==> config.mk <==
export PLATFORM = sky130hd
export DESIGN_NAME = lsu_mem_port
export DESIGN_NICKNAME = d
export VERILOG_FILES = /design/src/rtl/lsu_mem_port.sv
export SDC_FILE = /design/constraint.sdc
export NUM_CORES = 1
export LEC_CHECK = 0
export BUFFER_PORTS_ARGS = -buffer_cell sky130_fd_sc_hd__buf_2
export CORE_ASPECT_RATIO = 0.75
export CORE_UTILIZATION = 52
export DETAILED_ROUTE_END_ITERATION = 12
export HOLD_SLACK_MARGIN = 0.06
export PLACE_DENSITY = 0.86
export SLEW_MARGIN = 20
export SYNTH_ARGS = -nofsm -noshare
export SYNTH_HDL_FRONTEND = slang
export SYNTH_SLANG_ARGS = --single-unit
==> constraint.sdc <==
create_clock -name clk_i -period 5.9 [get_ports clk_i]
set_input_delay 0.885 -clock clk_i [delete_from_list [all_inputs] [get_ports clk_i]]
set_output_delay 0.885 -clock clk_i [all_outputs]
set_load 0.02 [all_outputs]
==> src/rtl/lsu_mem_port.sv <==
// Load/store unit between the execute stage and the data memory bus.
// Accepts one load or store at a time, runs a req/gnt/rvalid bus
// transaction, and returns the sign- or zero-extended load result.
// Misaligned or illegal requests are rejected with a one-cycle err_o pulse
// and produce no bus activity.
module lsu_mem_port #(
  parameter int ADDR_WIDTH = 32,
  parameter int DATA_WIDTH = 32
) (
  input  logic                  clk_i,
  input  logic                  rst_ni,
  input  logic                  req_valid_i,
  input  logic                  we_i,
  input  logic [2:0]            funct3_i,
  input  logic [ADDR_WIDTH-1:0] addr_i,
  input  logic [DATA_WIDTH-1:0] wdata_i,
  output logic                  busy_o,
  output logic                  done_o,
  output logic                  err_o,
  output logic [DATA_WIDTH-1:0] rdata_o,
  output logic                  mem_req_o,
  output logic                  mem_we_o,
  output logic [ADDR_WIDTH-1:0] mem_addr_o,
  output logic [3:0]            mem_be_o,
  output logic [DATA_WIDTH-1:0] mem_wdata_o,
  input  logic                  mem_gnt_i,
  input  logic                  mem_rvalid_i,
  input  logic [DATA_WIDTH-1:0] mem_rdata_i
);

  typedef enum logic [1:0] {
    IDLE   = 2'd0,
    REQ    = 2'd1,
    WAIT_R = 2'd2
  } state_e;

  state_e                state_q, state_d;
  logic                  we_q, we_d;
  logic [2:0]            funct3_q, funct3_d;
  logic [1:0]            off_q, off_d;
  logic [ADDR_WIDTH-1:0] addr_q, addr_d;
  logic [3:0]            be_q, be_d;
  logic [DATA_WIDTH-1:0] wdata_q, wdata_d;
  logic                  done_q, done_d;
  logic                  err_q, err_d;
  logic [DATA_WIDTH-1:0] rdata_q, rdata_d;

  // Unsupported encodings, stores of unsigned sizes and misaligned accesses.
  function automatic logic is_illegal(input logic we, input logic [2:0] f3,
                                      input logic [1:0] off);
    logic bad;
    bad = 1'b0;
    if (f3 == 3'b011 || f3 == 3'b110 || f3 == 3'b111) bad = 1'b1;
    if (we && f3[2])                                  bad = 1'b1;
    if (f3[1:0] == 2'b01 && off[0])                   bad = 1'b1;
    if (f3[1:0] == 2'b10 && off != 2'b00)             bad = 1'b1;
    return bad;
  endfunction

  // Byte-lane enables for the access size at the given offset.
  function automatic logic [3:0] lane_be(input logic [2:0] f3, input logic [1:0] off);
    logic [3:0] be;
    case (f3[1:0])
      2'b00:   be = 4'b0001 << off;
      2'b01:   be = off[1] ? 4'b1100 : 4'b0011;
      default: be = 4'b1111;
    endcase
    return be;
  endfunction

  // Replicate the store value across every lane it could land in.
  function automatic logic [DATA_WIDTH-1:0] lane_wdata(input logic [2:0] f3,
                                                       input logic [DATA_WIDTH-1:0] wd);
    logic [DATA_WIDTH-1:0] r;
    case (f3[1:0])
      2'b00:   r = {4{wd[7:0]}};
      2'b01:   r = {2{wd[15:0]}};
      default: r = wd;
    endcase
    return r;
  endfunction

  // Shift the addressed lane down and sign- or zero-extend it.
  function automatic logic [DATA_WIDTH-1:0] load_ext(input logic [2:0] f3,
                                                     input logic [1:0] off,
                                                     input logic [DATA_WIDTH-1:0] word);
    logic [DATA_WIDTH-1:0] lane;
    logic [DATA_WIDTH-1:0] r;
    lane = word >> {off, 3'b000};
    case (f3)
      3'b000:  r = {{24{lane[7]}}, lane[7:0]};
      3'b001:  r = {{16{lane[15]}}, lane[15:0]};
      3'b100:  r = {24'd0, lane[7:0]};
      3'b101:  r = {16'd0, lane[15:0]};
      default: r = lane;
    endcase
    return r;
  endfunction

  // Next-state, request capture and response generation.
  always_comb begin
    state_d  = state_q;
    we_d     = we_q;
    funct3_d = funct3_q;
    off_d    = off_q;
    addr_d   = addr_q;
    be_d     = be_q;
    wdata_d  = wdata_q;
    done_d   = 1'b0;
    err_d    = 1'b0;
    rdata_d  = rdata_q;
    case (state_q)
      IDLE: begin
        if (req_valid_i) begin
          if (is_illegal(we_i, funct3_i, addr_i[1:0])) begin
            err_d = 1'b1;
          end else begin
            we_d     = we_i;
            funct3_d = funct3_i;
            off_d    = addr_i[1:0];
            addr_d   = {addr_i[ADDR_WIDTH-1:2], 2'b00};
            be_d     = lane_be(funct3_i, addr_i[1:0]);
            wdata_d  = lane_wdata(funct3_i, wdata_i);
            state_d  = REQ;
          end
        end
      end
      REQ: begin
        if (mem_gnt_i) begin
          if (we_q) begin
            done_d  = 1'b1;
            state_d = IDLE;
          end else begin
            state_d = WAIT_R;
          end
        end
      end
      WAIT_R: begin
        if (mem_rvalid_i) begin
          rdata_d = load_ext(funct3_q, off_q, mem_rdata_i);
          done_d  = 1'b1;
          state_d = IDLE;
        end
      end
      default: state_d = IDLE;
    endcase
  end

  // State, captured request and registered responses.
  always_ff @(posedge clk_i or negedge rst_ni) begin
    if (!rst_ni) begin
      state_q  <= IDLE;
      we_q     <= 1'b0;
      funct3_q <= 3'b000;
      off_q    <= 2'b00;
      addr_q   <= '0;
      be_q     <= 4'b0000;
      wdata_q  <= '0;
      done_q   <= 1'b0;
      err_q    <= 1'b0;
      rdata_q  <= '0;
    end else begin
      state_q  <= state_d;
      we_q     <= we_d;
      funct3_q <= funct3_d;
      off_q    <= off_d;
      addr_q   <= addr_d;
      be_q     <= be_d;
      wdata_q  <= wdata_d;
      done_q   <= done_d;
      err_q    <= err_d;
      rdata_q  <= rdata_d;
    end
  end

  assign busy_o      = (state_q != IDLE);
  assign done_o      = done_q;
  assign err_o       = err_q;
  assign rdata_o     = rdata_q;
  assign mem_req_o   = (state_q == REQ);
  assign mem_we_o    = (state_q == REQ) & we_q;
  assign mem_addr_o  = addr_q;
  assign mem_be_o    = be_q;
  assign mem_wdata_o = wdata_q;

endmodule

# == Word-level counts from Yosys, hierarchy flattened ==
# Cells that the tools add are included.
# totals
n_memories,0
latchBits,0
elab_cells,64
romBits,0
mem_bits_rw,0
in_bits,105
out_inout_bits,105
regBits,108
# classes
muxes,23
n_addsub,0
order_cmp,0
shifts,2
n_div,0
multipliers,0
n_eq_ne,14
n_bitwise,2
reduce_logical,13
# op_table
operator,count
32-bit case mux with 4 select lines,1
32-bit case mux with 2 select lines,1
32-bit by 5-bit right shift with 32-bit output,1
"3-bit equality test, second input constant",4
1-bit two-way mux,12
2-bit two-way mux,5
4-bit case mux with 2 select lines,1
"2-bit != test, second input constant",3
2-bit case mux with 3 select lines,1
"2-bit by 1-bit equality test with 1-bit output, second input constant",2
"2-bit equality test, second input constant",2
2-bit logical NOT,2
4-bit two-way mux,1
4-bit AND reduction,1
2-bit nonzero test,2
"1-bit by 2-bit << shifter with 4-bit output, first input constant",1
"3-bit by 1-bit equality test with 1-bit output, second input constant",1
"3-bit by 2-bit equality test with 1-bit output, second input constant",1
1-bit logical AND,3
3-bit logical NOT,1
3-bit AND reduction,1
1-bit logical OR,2
"2-bit by 1-bit != test with 1-bit output, second input constant",1
1-bit case mux with 2 select lines,1
3 further kinds,3

# == Logic depth before layout (Yosys ltp) ==
# Gate-level depths: netlist of run 1.
# logic_depth
depth_word,12
depth_mapped,8
ltp_nobuf,6

# == Worst setup path after synthesis of run 1 ==
# Ideal clock, no wire load.
# synth_path
path_type,input port to flip-flop
from,input mem_rdata_i[23]
to,register rdata_q[18] (netlist: rdata_o[18])
cell_stages,5
setup_ps,126
arrival_time_ps,2135
n_path_buf,1
setup_slack_ps,3639
t_required_ps,5774
cell_sequence,mux2_4 > mux4_2 > nor4b_4 > buf_6 > a221o_1
# synth_via
elab_chain_len,2
# synth_rtl
item,line,source
from (decl),28,input logic [DATA_WIDTH-1:0] mem_rdata_i
32-bit by 5-bit right shift with 32-bit output,89,"lane = word >> {off, 3'b000};"
32-bit case mux with 4 select lines,90,case (f3)
to (signal assigned),172,rdata_q <= rdata_d;
to (decl),46,"logic [DATA_WIDTH-1:0] rdata_q, rdata_d;"
# Every way passes these cells.
# A chain may end at the register's enable or synchronous reset.

# == Worst setup path after layout of run 1 ==
# layout_path
from,register state_q[0]
to,register rdata_q[26] (netlist: rdata_o[26])
# layout_via
elab_chain_len,2
# layout_rtl
item,line,source
from (decl),37,"state_e state_q, state_d;"
from (signal assigned),163,state_q <= state_d;
2-bit equality test,112,case (state_q)
2-bit AND reduction (no source line),--,
# Every way passes these cells.

==> results of run 1 <==
## final cells by class
cell class	instances	share of cell area
Sequential cell	108	0.425
Multi-Input combinational cell	281	0.328
Timing Repair Buffer	212	0.170
Clock buffer	9	0.0354
Tap cell	128	0.0252
Clock inverter	7	0.0132
Inverter	6	0.00354
## through the flow
| stage | power [µW] | worst slack, ps | utilization | cell area [µm²] | hold slack [ps] |
|---|---|---|---|---|---|
| 6_report | 3430 | 3460 | 0.697 | 6360 | 419 |
| 3_3_place_gp | 2760 | 3220 | 0.663 | 6040 | 465 |
| 3_5_place_dp | 2830 | 3120 | 0.663 | 6040 | 470 |
| 5_1_grt | 3630 | 3290 | 0.697 | 6360 | 423 |
| 2_1_floorplan | 2280 | 3640 | - | 4940 | 469 |
| 4_1_cts | 3450 | 3500 | 0.696 | 6350 | 412 |
## path summary, 6_finish.rpt
kind	start	end	slack (ps)	cells after the start
worst max-delay path	state_q[0]	rdata_o[26]	3460	7
worst min-delay path	rst_ni	mem_addr_o[23]	420	1
worst max register to register	state_q[0]	rdata_o[26]	3460	7
worst min register to register	mem_wdata_o[29]	mem_wdata_o[29]	480	2
max in group asynchronous	rst_ni	mem_wdata_o[5]	4450	2
min in group clk_i	mem_wdata_o[29]	mem_wdata_o[29]	480	2
## critical path: cells and delay by family, from the launching register on
| family | cells | cell delay, ps |
|---|---|---|
| compound gates | 1 | 260 |
| fa+ha+maj | 1 | 210 |
| buf+inv | 2 | 340 |
| flops | 1 | 400 |
| simple gates | 3 | 1150 |
## flip-flops by register name, summed over array words and instances, names as in the netlist
register,count
done_o,1
err_o,1
funct3_q,3
mem_addr_o,30
mem_be_o,4
mem_wdata_o,32
off_q,2
rdata_o,32
state_q,2
we_q,1
## report_power, final
part	switching, µW	internal (µW)
clock	272	337
sequential	224	1090
combinational	933	583
## cell usage after synthesis (6+ instances only)
cell type	number	area, µm²
o21ai_1	38	190
nand2_1	47	176
a21oi_1	28	140
a221o_1	17	170
nor2_1	24	90.1
o2bb2ai_1	7	61.3
mux2_1	46	518
buf_2	6	30.0
dfrtp_1	108	2700
clkbuf_1	16	60.1
mux2i_1	40	400
inv_1	6	22.5
## per-layer routing
metal | share of wire | vias to the layer above | routed length, µm
li1 | - | 1891 | -
met1 | 0.45 | 1942 | 5650
met2 | 0.47 | 162 | 5860
met3 | 0.055 | 32 | 688
met4 | 0.026 | 0 | 325
met5 | 0 | - | 0
## placed cells by master (no fill, tap or decap), types with 5 or more instances in the layout
cell type,Yosys,layout
inv_1,6,6
mux2i_1,40,40
mux2_1,46,46
o21ai_1,38,38
a21oi_1,28,28
o2bb2ai_1,7,7
a221o_1,17,17
nor2_1,24,24
dfrtp_1,108,108
buf_2,6,206
buf_4,2,5
mux2_2,5,5
nand2_1,47,47
clkbuf_16,0,9
## cell families after synthesis
| family | after synthesis |
|---|---|
| and+or+nand+nor | 84 |
| muxes | 95 |
| DFF | 108 |
| AOI/OAI and AO/OA | 97 |
| buffers and inverters | 37 |
| adders and majority gates | 3 |
| other | 1 |
==> summary.md, run 1 <==
| Metric | Value |
|---|---|
| Worst skew pair latency | 340 ps |
| Syn Inst Count | 425 |
| First-pass GRT wire length | 19,700 µm |
| Fin Clk Skew | 7.77 ps |
| DRC violations left | 0 |
| Post-synthesis adder-cell area fraction | 0.00760 |
| Die Width | 115 µm |
| Rows | 30 |
| GP Congestion | 0.953 |
| Post-synthesis mux area share | 0.211 |
| Worst-margin pin slew | 898 ps |
| Gr usage total | 0.260 |
| Final Non-Filler Cells | 751 |
| Critical Path RT | 6170 ps |
| DRT Pass-1 Iters | 5 |
| Crit Path Max Fanout | 37 |
| Critical Path End Type | register |
| Met2 Usage GRT | 0.402 |
| Fillers | 712 |
| Seq/Total Area, Yosys | 0.547 |
| Slew headroom | 0.399 |
| Nets | 726 |
| Synth Area in Compound Gates | 0.124 |
| Final min period | 2440 ps |
| Syn-to-layout area delta | 28.7% |
| Status | completed |
| Leakage | 0.00325 µW |
| Syn Area/Cell | 11.6 µm² |
| Largest net degree at the start of global routing | 89 |
| Most used DFF post-synth | dfrtp_1 |
| Max Clk Rate | 410 MHz |
| Met1 Use GR | 0.357 |
| Via count | 4,027 |
| Crit path largest cell delay | 570 ps |
| Max stage delay cell, worst path | nor2b_1 |
| Ys Warns | 0 |
| Initial core utilization | 0.541 |
| Maximum VDD drop | 0.319 mV |
| Hold Buf Count CTS | 0 |
| Max H-tree Level | 3 |
| Setup tns final | 0 ps |
| Register bit total from synthesis | 108 |
| HP Class | primary input to asynchronous set/reset pin |
| CORE AREA | 9120 µm² |
| Crit start category | register |
| Post-synthesis simple-gate area fraction | 0.0750 |
| Layout cells sized above 1 | 0.387 |
| Worst-path cell chain | inv_1 -> ha_1 -> nand2_1 -> buf_4 -> nor3b_2 -> nor2b_1 -> a221o_1 |
| Unrepaired setup endpoints after global routing | no |
| Storage cell area | 2700 µm² |
| Initial antenna violation count | 0 |
| CTS tree | done |
| DRT iter0 DRCs | 221 |
| Detailed-route wire length | 12,500 µm |
| GRT busiest layer | met2 |
| I/O Pins | 210 |
| Worst Path Arrival | 2710 ps |
| Met3 usage | 0.0622 |
| XOR/XNOR Fraction of Synth Area | 0 |
| Clk slew on worst S/H paths | 70 ps |
| PortBufs | 207 |
| DP HPWL | 9660 µm |
| Post-cts repair resize count | 0 |
| Cell Pwr Density | 540 nW/µm² |
| Main combinational cell family by area after synthesis | multiplexers |
| Root Buffer | clkbuf_16 |
| Type of the worst setup path | register to register |
| DR WL/cell | 16.7 µm |
| CTS Buf Count | 9 |
| Async SR Flop Fraction | 1.00 |
| Post-CTS Setup Repair Bufs | 0 |
| Post-DR vias/cell | 5.36 |
| Fin crit share | 0.413 |
| Number of global-route vias before repair | 3,918 |
| Hold Fails Final Rpt | 0 |
| Die Area | 9890 µm² |
| Inst Count DP | 735 |
| Finish-stage setup viols | 0 |
| Die Y | 86.4 µm |
| Yosys cell types | 36 |
| N_diodes | 0 |
| Clock tree buffer depth | 2 |
| Number of enable flip-flop cells after synthesis | 0 |
| Clock tree sinks | 108 |
| Max_cap viols | 0 |
| GR Overflow Total | 0 |
| DRT antenna net count | 0 |
| Area taken by multi-input logic gates | 2080 µm² |
| Max-slew violations | 0 |
| Synthesized area | 4940 µm² |
(Power assumes the default switching activity.)
==> run 2: changes to the inputs <==
--- a/config.mk
+++ b/config.mk
@@ -7,10 +7,10 @@
 export LEC_CHECK = 0
 export BUFFER_PORTS_ARGS = -buffer_cell sky130_fd_sc_hd__buf_2
 export CORE_ASPECT_RATIO = 0.75
-export CORE_UTILIZATION = 52
+export CORE_UTILIZATION = 48
 export DETAILED_ROUTE_END_ITERATION = 12
 export HOLD_SLACK_MARGIN = 0.06
-export PLACE_DENSITY = 0.86
+export PLACE_DENSITY = 0.8
 export SLEW_MARGIN = 20
 export SYNTH_ARGS = -nofsm -noshare
 export SYNTH_HDL_FRONTEND = slang
==> constraint.sdc (replaced) <==
create_clock -name clk_i -period 2.3 [get_ports clk_i]
set_input_delay 0.345 -clock clk_i [delete_from_list [all_inputs] [get_ports clk_i]]
set_output_delay 0.345 -clock clk_i [all_outputs]
set_load 0.02 [all_outputs]
==> run 2 against run 1 <==
Against the previous run: die area up 8.2%; global-route usage down 1.1 points; hold slack worse by 210 ps; register-to-register slack worse by 3200 ps; clock power rose to 2.6 times the previous value; first-iteration DRC count down 14%; sequential share of layout area down 0.89 points; cell count up 2.3%; sequential cell count unchanged; final area up 2.1%; critical endpoint is now rdata_o[17].
==> summary.md, run 2 (synthesized netlist as in run 1, its figures left out) <==
| Metric | Value |
|---|---|
| Status | completed |
| Post-DP Area | 6170 µm² |
| HP Class | primary input to register |
| Cell Pwr Density | 1370 nW/µm² |
| Most common cell after layout, fill and taps aside | buf_2 |
| Fin crit share | 0.904 |
| Hold Buf Count CTS | 1 |
| I/O Pins | 210 |
| Post-DR vias/cell | 5.30 |
| Worst-margin pin slew | 617 ps |
| Critical Path End Type | register |
| Setup tns final | 0 ps |
| DRT iter0 DRCs | 189 |
| Hold Fails Final Rpt | 0 |
| Initial antenna violation count | 0 |
| PortBufs | 207 |
| DP HPWL | 9850 µm |
| Critical Path RT | 2520 ps |
| GRT busiest layer | met2 |
| Initial core utilization | 0.503 |
| Util after Layout | 0.662 |
| DRT Pass-1 Iters | 4 |
| GR Overflow Total | 0 |
| Crit Path Max Fanout | 17 |
| DRC violations left | 0 |
| Gr usage total | 0.249 |
| Die Area | 10,700 µm² |
| Unrepaired setup endpoints after global routing | no |
| Root Buffer | clkbuf_16 |
| Final min period | 2080 ps |
| Crit start category | register |
| Die Width | 119 µm |
| Commonest cells after routing, fill and taps aside | 206 x buf_2, 108 x dfrtp_1, 47 x nand2_1 |
| Die Y | 89.8 µm |
| Worst skew pair latency | 340 ps |
| Met2 Usage GRT | 0.387 |
| Clock tree sinks | 108 |
| CTS tree | done |
| Max Clk Rate | 481 MHz |
| Max stage delay cell, worst path | dfrtp_1 |
| Layout cells sized above 1 | 0.398 |
| Crit path largest cell delay | 520 ps |
| DRT antenna net count | 0 |
| Fin Clk Skew | 5.96 ps |
| Rows | 31 |
| Post-CTS Setup Repair Bufs | 0 |
| N_diodes | 0 |
| Number of global-route vias before repair | 4,052 |
| Leakage | 0.00332 µW |
| Via count | 4,073 |
| Kind of cell adding the most delay to the critical path | multiplexers |
| Detailed-route wire length | 12,800 µm |
| Met3 usage | 0.0609 |
| Max-slew violations | 0 |
| Max_cap viols | 0 |
| Clk slew on worst S/H paths | 60 ps |
| GP Congestion | 0.832 |
| Finish-stage setup viols | 0 |
| Worst path bufs/invs | 1 |
| Nets | 740 |
| DR WL/cell | 16.6 µm |
| Met1 Use GR | 0.334 |
| Type of the worst setup path | register to register |
| Largest net degree at the start of global routing | 70 |
| Max H-tree Level | 3 |
| First-pass GRT wire length | 20,700 µm |
| Worst Path Arrival | 2300 ps |
| Slew headroom | 0.588 |
| Clock tree buffer depth | 2 |
| Worst-path cell chain | mux2_4 -> mux4_2 -> nor4b_4 -> buf_4 -> a221o_1 |
| Maximum VDD drop | 0.722 mV |
| Post-cts repair resize count | 0 |
| Finished Cell Area | 6490 µm² |
| CTS Buf Count | 9 |
| CORE AREA | 9810 µm² |
| Syn-to-layout area delta | 31.5% |
-- run 2: routing by layer --
| layer | share of wire | wire (µm) |
|---|---|---|
| met5 | 0 | 0 |
| met4 | 0.029 | 376 |
| met3 | 0.063 | 800 |
| met2 | 0.47 | 6060 |
| met1 | 0.43 | 5550 |
-- run 2: worst paths after layout --
path	startpoint	end	slack, ps	cells past startpoint
min	addr_i[27]	mem_addr_o[27]	210	2
min in group asynchronous	rst_ni	mem_addr_o[29]	480	2
max	off_q[0]	rdata_o[17]	220	5
min reg2reg	mem_wdata_o[14]	mem_wdata_o[14]	480	2
max reg2reg	off_q[0]	rdata_o[17]	220	5
max in group asynchronous	rst_ni	state_q[1]	1140	3
-- run 2: where the power goes --
group	internal (µW)	total (µW)	leakage [µW]	switching (µW)
logic	1550	3990	0.00185	2440
clock network	927	1570	0.000147	647
registers	2790	3300	0.00133	513
total	5270	8860	0.00332	3600
-- run 2: stage by stage --
step	total power [µW]	setup slack, ps	hold WS, ps	instances
after floorplan	5840	401	49.4	426
after global placement	7170	325	296	752
after detailed placement	7330	243	303	752
after CTS	8940	232	203	768
after global routing	9400	183	200	768
final	8860	222	213	768
-- run 2: area by class of cell --
class / instances / area (µm²)
Multi-Input combinational cell: 281 / 2080
Clock inverter: 3 / 45.0
Timing Repair Buffer: 226 / 1210
Sequential cell: 108 / 2700
Clock buffer: 12 / 267
Tap cell: 132 / 165
Inverter: 6 / 22.5
Fill cell: 757 / 3320
==> run 3: changes to the inputs <==
--- a/config.mk
+++ b/config.mk
@@ -5,9 +5,10 @@
 export SDC_FILE = /design/constraint.sdc
 export NUM_CORES = 1
 export LEC_CHECK = 0
+export ABC_AREA = 1
 export BUFFER_PORTS_ARGS = -buffer_cell sky130_fd_sc_hd__buf_2
 export CORE_ASPECT_RATIO = 0.75
-export CORE_UTILIZATION = 48
+export CORE_UTILIZATION = 49
 export DETAILED_ROUTE_END_ITERATION = 12
 export HOLD_SLACK_MARGIN = 0.06
 export PLACE_DENSITY = 0.8
==> run 3 against run 2 <==
Against the previous run: sequential cell count did not move; register-to-register slack improved by 230 ps; sequential share of layout area fell by 1.9 points; critical path depth rose by 3; total power rose by 7.9%; count of clock-buffer cells in the layout fell by 3; hold slack got worse by 29 ps; cell count rose by 33%; synthesized area rose by 10%; clock skew rose by 0.82 ps; critical endpoint is now mem_wdata_o[21]; largest power group unchanged.
==> summary.md, run 3 <==
| Metric | Value |
|---|---|
| Setup tns final | 0 ps |
| Async SR Flop Fraction | 1.00 |
| Fin crit share | 0.804 |
| Post-CTS Setup Repair Bufs | 0 |
| Die Area | 11,600 µm² |
| Crit Path Max Fanout | 38 |
| Fin Clk Skew | 6.78 ps |
| Worst-margin pin slew | 552 ps |
| Rows | 32 |
| Synthesized area | 5450 µm² |
| Max layer used | met5 |
| Max_cap viols | 0 |
| DRT iter0 DRCs | 454 |
| Top cell type's share of synthesized area | 0.496 |
| DR WL/cell | 13.9 µm |
| Clock tree buffer depth | 2 |
| Post-DR vias/cell | 5.00 |
| Worst path bufs/invs | 3 |
| Number of enable flip-flop cells after synthesis | 0 |
| Layout cells sized above 1 | 0.317 |
| Register bit total from synthesis | 108 |
| Max stage delay cell, worst path | dfrtp_1 |
| Pre-CTS setup slack | 466 ps |
| Max-slew violations | 0 |
| Worst skew pair latency | 340 ps |
| Final min period | 1850 ps |
| Kind of cell adding the most delay to the critical path | buffers and inverters |
| Setup slack, reg-to-reg | 450 ps |
| Syn-to-layout area delta | 24.9% |
| First-pass GRT wire length | 22,900 µm |
| Critical Path RT | 2580 ps |
| Commonest cells after routing, fill and taps aside | 278 x nand2_1, 206 x buf_2, 108 x dfrtp_1 |
| Initial antenna violation count | 1 |
| Syn Inst Count | 694 |
| Detailed-route wire length | 14,300 µm |
| Synth area leader | dfrtp_1 |
| PortBufs | 207 |
| Max Clk Rate | 541 MHz |
| Ys Warns | 0 |
| I/O Pins | 210 |
| Worst-path cell chain | inv_1 -> ha_1 -> nand2_1 -> clkinv_1 -> nand2_4 -> buf_4 -> nand2_1 -> nand2_1 |
| Crit start category | register |
| WL met2 | 6190 µm |
| Cell Pwr Density | 1410 nW/µm² |
| Worst Path Arrival | 2130 ps |
| DRT antenna net count | 0 |
| Finish-stage setup viols | 0 |
| Seq/Total Area, Yosys | 0.496 |
| Hold Fails Final Rpt | 0 |
| DRT Pass-1 Iters | 5 |
| DRC violations left | 0 |
| Unrepaired setup endpoints after global routing | no |
| Type of the worst setup path | register to register |
| XOR/XNOR Fraction of Synth Area | 0 |
| Main combinational cell family by area after synthesis | simple AND/OR/NAND/NOR gates |
| Via count | 5,129 |
| Largest net degree at the start of global routing | 65 |
| Setup WS post-layout | 452 ps |
| Crit path largest cell delay | 380 ps |
| Slew headroom | 0.631 |
| N_diodes | 0 |
| CTS tree | done |
| Maximum VDD drop | 0.778 mV |
| M1 WL | 6690 µm |
| Post-synthesis mux area share | 0 |
| Most used DFF post-synth | dfrtp_1 |
| Leakage | 0.00390 µW |
| Clock tree sinks | 108 |
| Clk slew on worst S/H paths | 80 ps |
| Post-synth top cells | 278 x nand2_1, 108 x dfrtp_1, 65 x nand3_1 |
| Critical Path End Type | register |
| Syn Area/Cell | 7.85 µm² |
| Status | completed |
| CTS Buf Count | 9 |
| Root Buffer | clkbuf_16 |
| Post-synthesis adder-cell area fraction | 0.00689 |
| Most frequent cell after synthesis | nand2_1 |
| Die Width | 124 µm |
| Number of global-route vias before repair | 4,634 |
| Most frequent CP cell | nand2_1 |
| HP Class | primary input to register |
| GP Congestion | 0.860 |
| Max H-tree Level | 3 |
| Synth top area cells | dfrtp_1 50%, nand2_1 19%, nand3_1 6.0%, or2_2 3.6%, inv_1 3.3% |
| Util after Layout | 0.646 |
| CORE AREA | 10,500 µm² |
| Gr usage total | 0.259 |
| Nets | 992 |
| DP HPWL | 10,500 µm |
| WL met3 | 1270 µm |
| GR Overflow Total | 0 |
| Synth Area in Compound Gates | 0.0896 |
| Yosys cell types | 29 |
| Initial core utilization | 0.517 |
| Most common cell after layout, fill and taps aside | nand2_1 |
| Post-synthesis simple-gate area fraction | 0.318 |
| Final Power | 9560 µW |
| Die Y | 93.3 µm |
-- run 3: cell count changes in the layout (fill, tap and decap cells not counted), sizes merged, moves of 5 or more --
cell     previous run  this run
a221o              17         0
buf               225       217
inv                 6        54
mux2               54         0
mux2i              40         0
nand2              47       280
nand3               0        68
nor2               24        29
o2111ai             0         8
o211ai              0         7
o2bb2ai             7         0
or2                 2        31
-- run 3: metrics by stage --
step	instances	hold WS [ps]	area, µm²
6_report	1025	184	6810
5_1_grt	1025	173	6810
4_1_cts	1025	172	6810
3_5_place_dp	1008	341	6490
3_3_place_gp	1008	342	6490
2_1_floorplan	695	49.4	5450
-- run 3: cell families (layout without fill, tap and decap cells) --
family	Yosys count	count (layout)
other	1	2
flip-flops	108	108
buffers and inverters	92	286
adder cells (fa/ha/maj)	3	3
AND/OR/NAND/NOR	410	410
AO/OA/AOI/OAI	80	80
-- run 3: routing by layer --
layer	global-route usage	up-vias
met4	0.0532	2
met3	0.0780	12
met2	0.375	217
li1	-	2574
met5	0	-
met1	0.380	2324
-- run 3: worst min-delay path, cell delays in order --
cell,delay [ps]
buf_2,70
nand2_1,40
nand2_1,40
-- run 3: path summary, 6_finish.rpt --
path,depth (start not counted),endpoint,start
max reg2reg,8,mem_wdata_o[21],state_q[0]
min in group asynchronous,2,rdata_o[13],rst_ni
min,3,mem_addr_o[22],addr_i[22]
max,8,mem_wdata_o[21],state_q[0]
min reg2reg,2,mem_addr_o[10],mem_addr_o[10]
max in group asynchronous,3,mem_addr_o[8],rst_ni
-- run 3: power breakdown --
group | switching (µW) | internal, µW | total (µW) | leakage, µW
combinational | 3020 | 1590 | 4610 | 0.00243
sequential | 542 | 2810 | 3360 | 0.00133
clock | 733 | 864 | 1600 | 0.000150
total | 4300 | 5270 | 9560 | 0.00390
-- run 3: final cells by class --
type                       instances  area, µm²
clock buffer                       9        225
clock inverter                     7       82.6
fill                             985       3720
inverter                          52        195
multi-input combinational        495       2270
sequential                       108       2700
tap                              136        170
timing repair buffer             218       1160
-- run 3: repair_timing --
item | 4_1_cts | 5_1_grt
hold buffers | 1 | 0
endpoints found under the hold margin | 33 | 0
resized for setup | 0 | 0
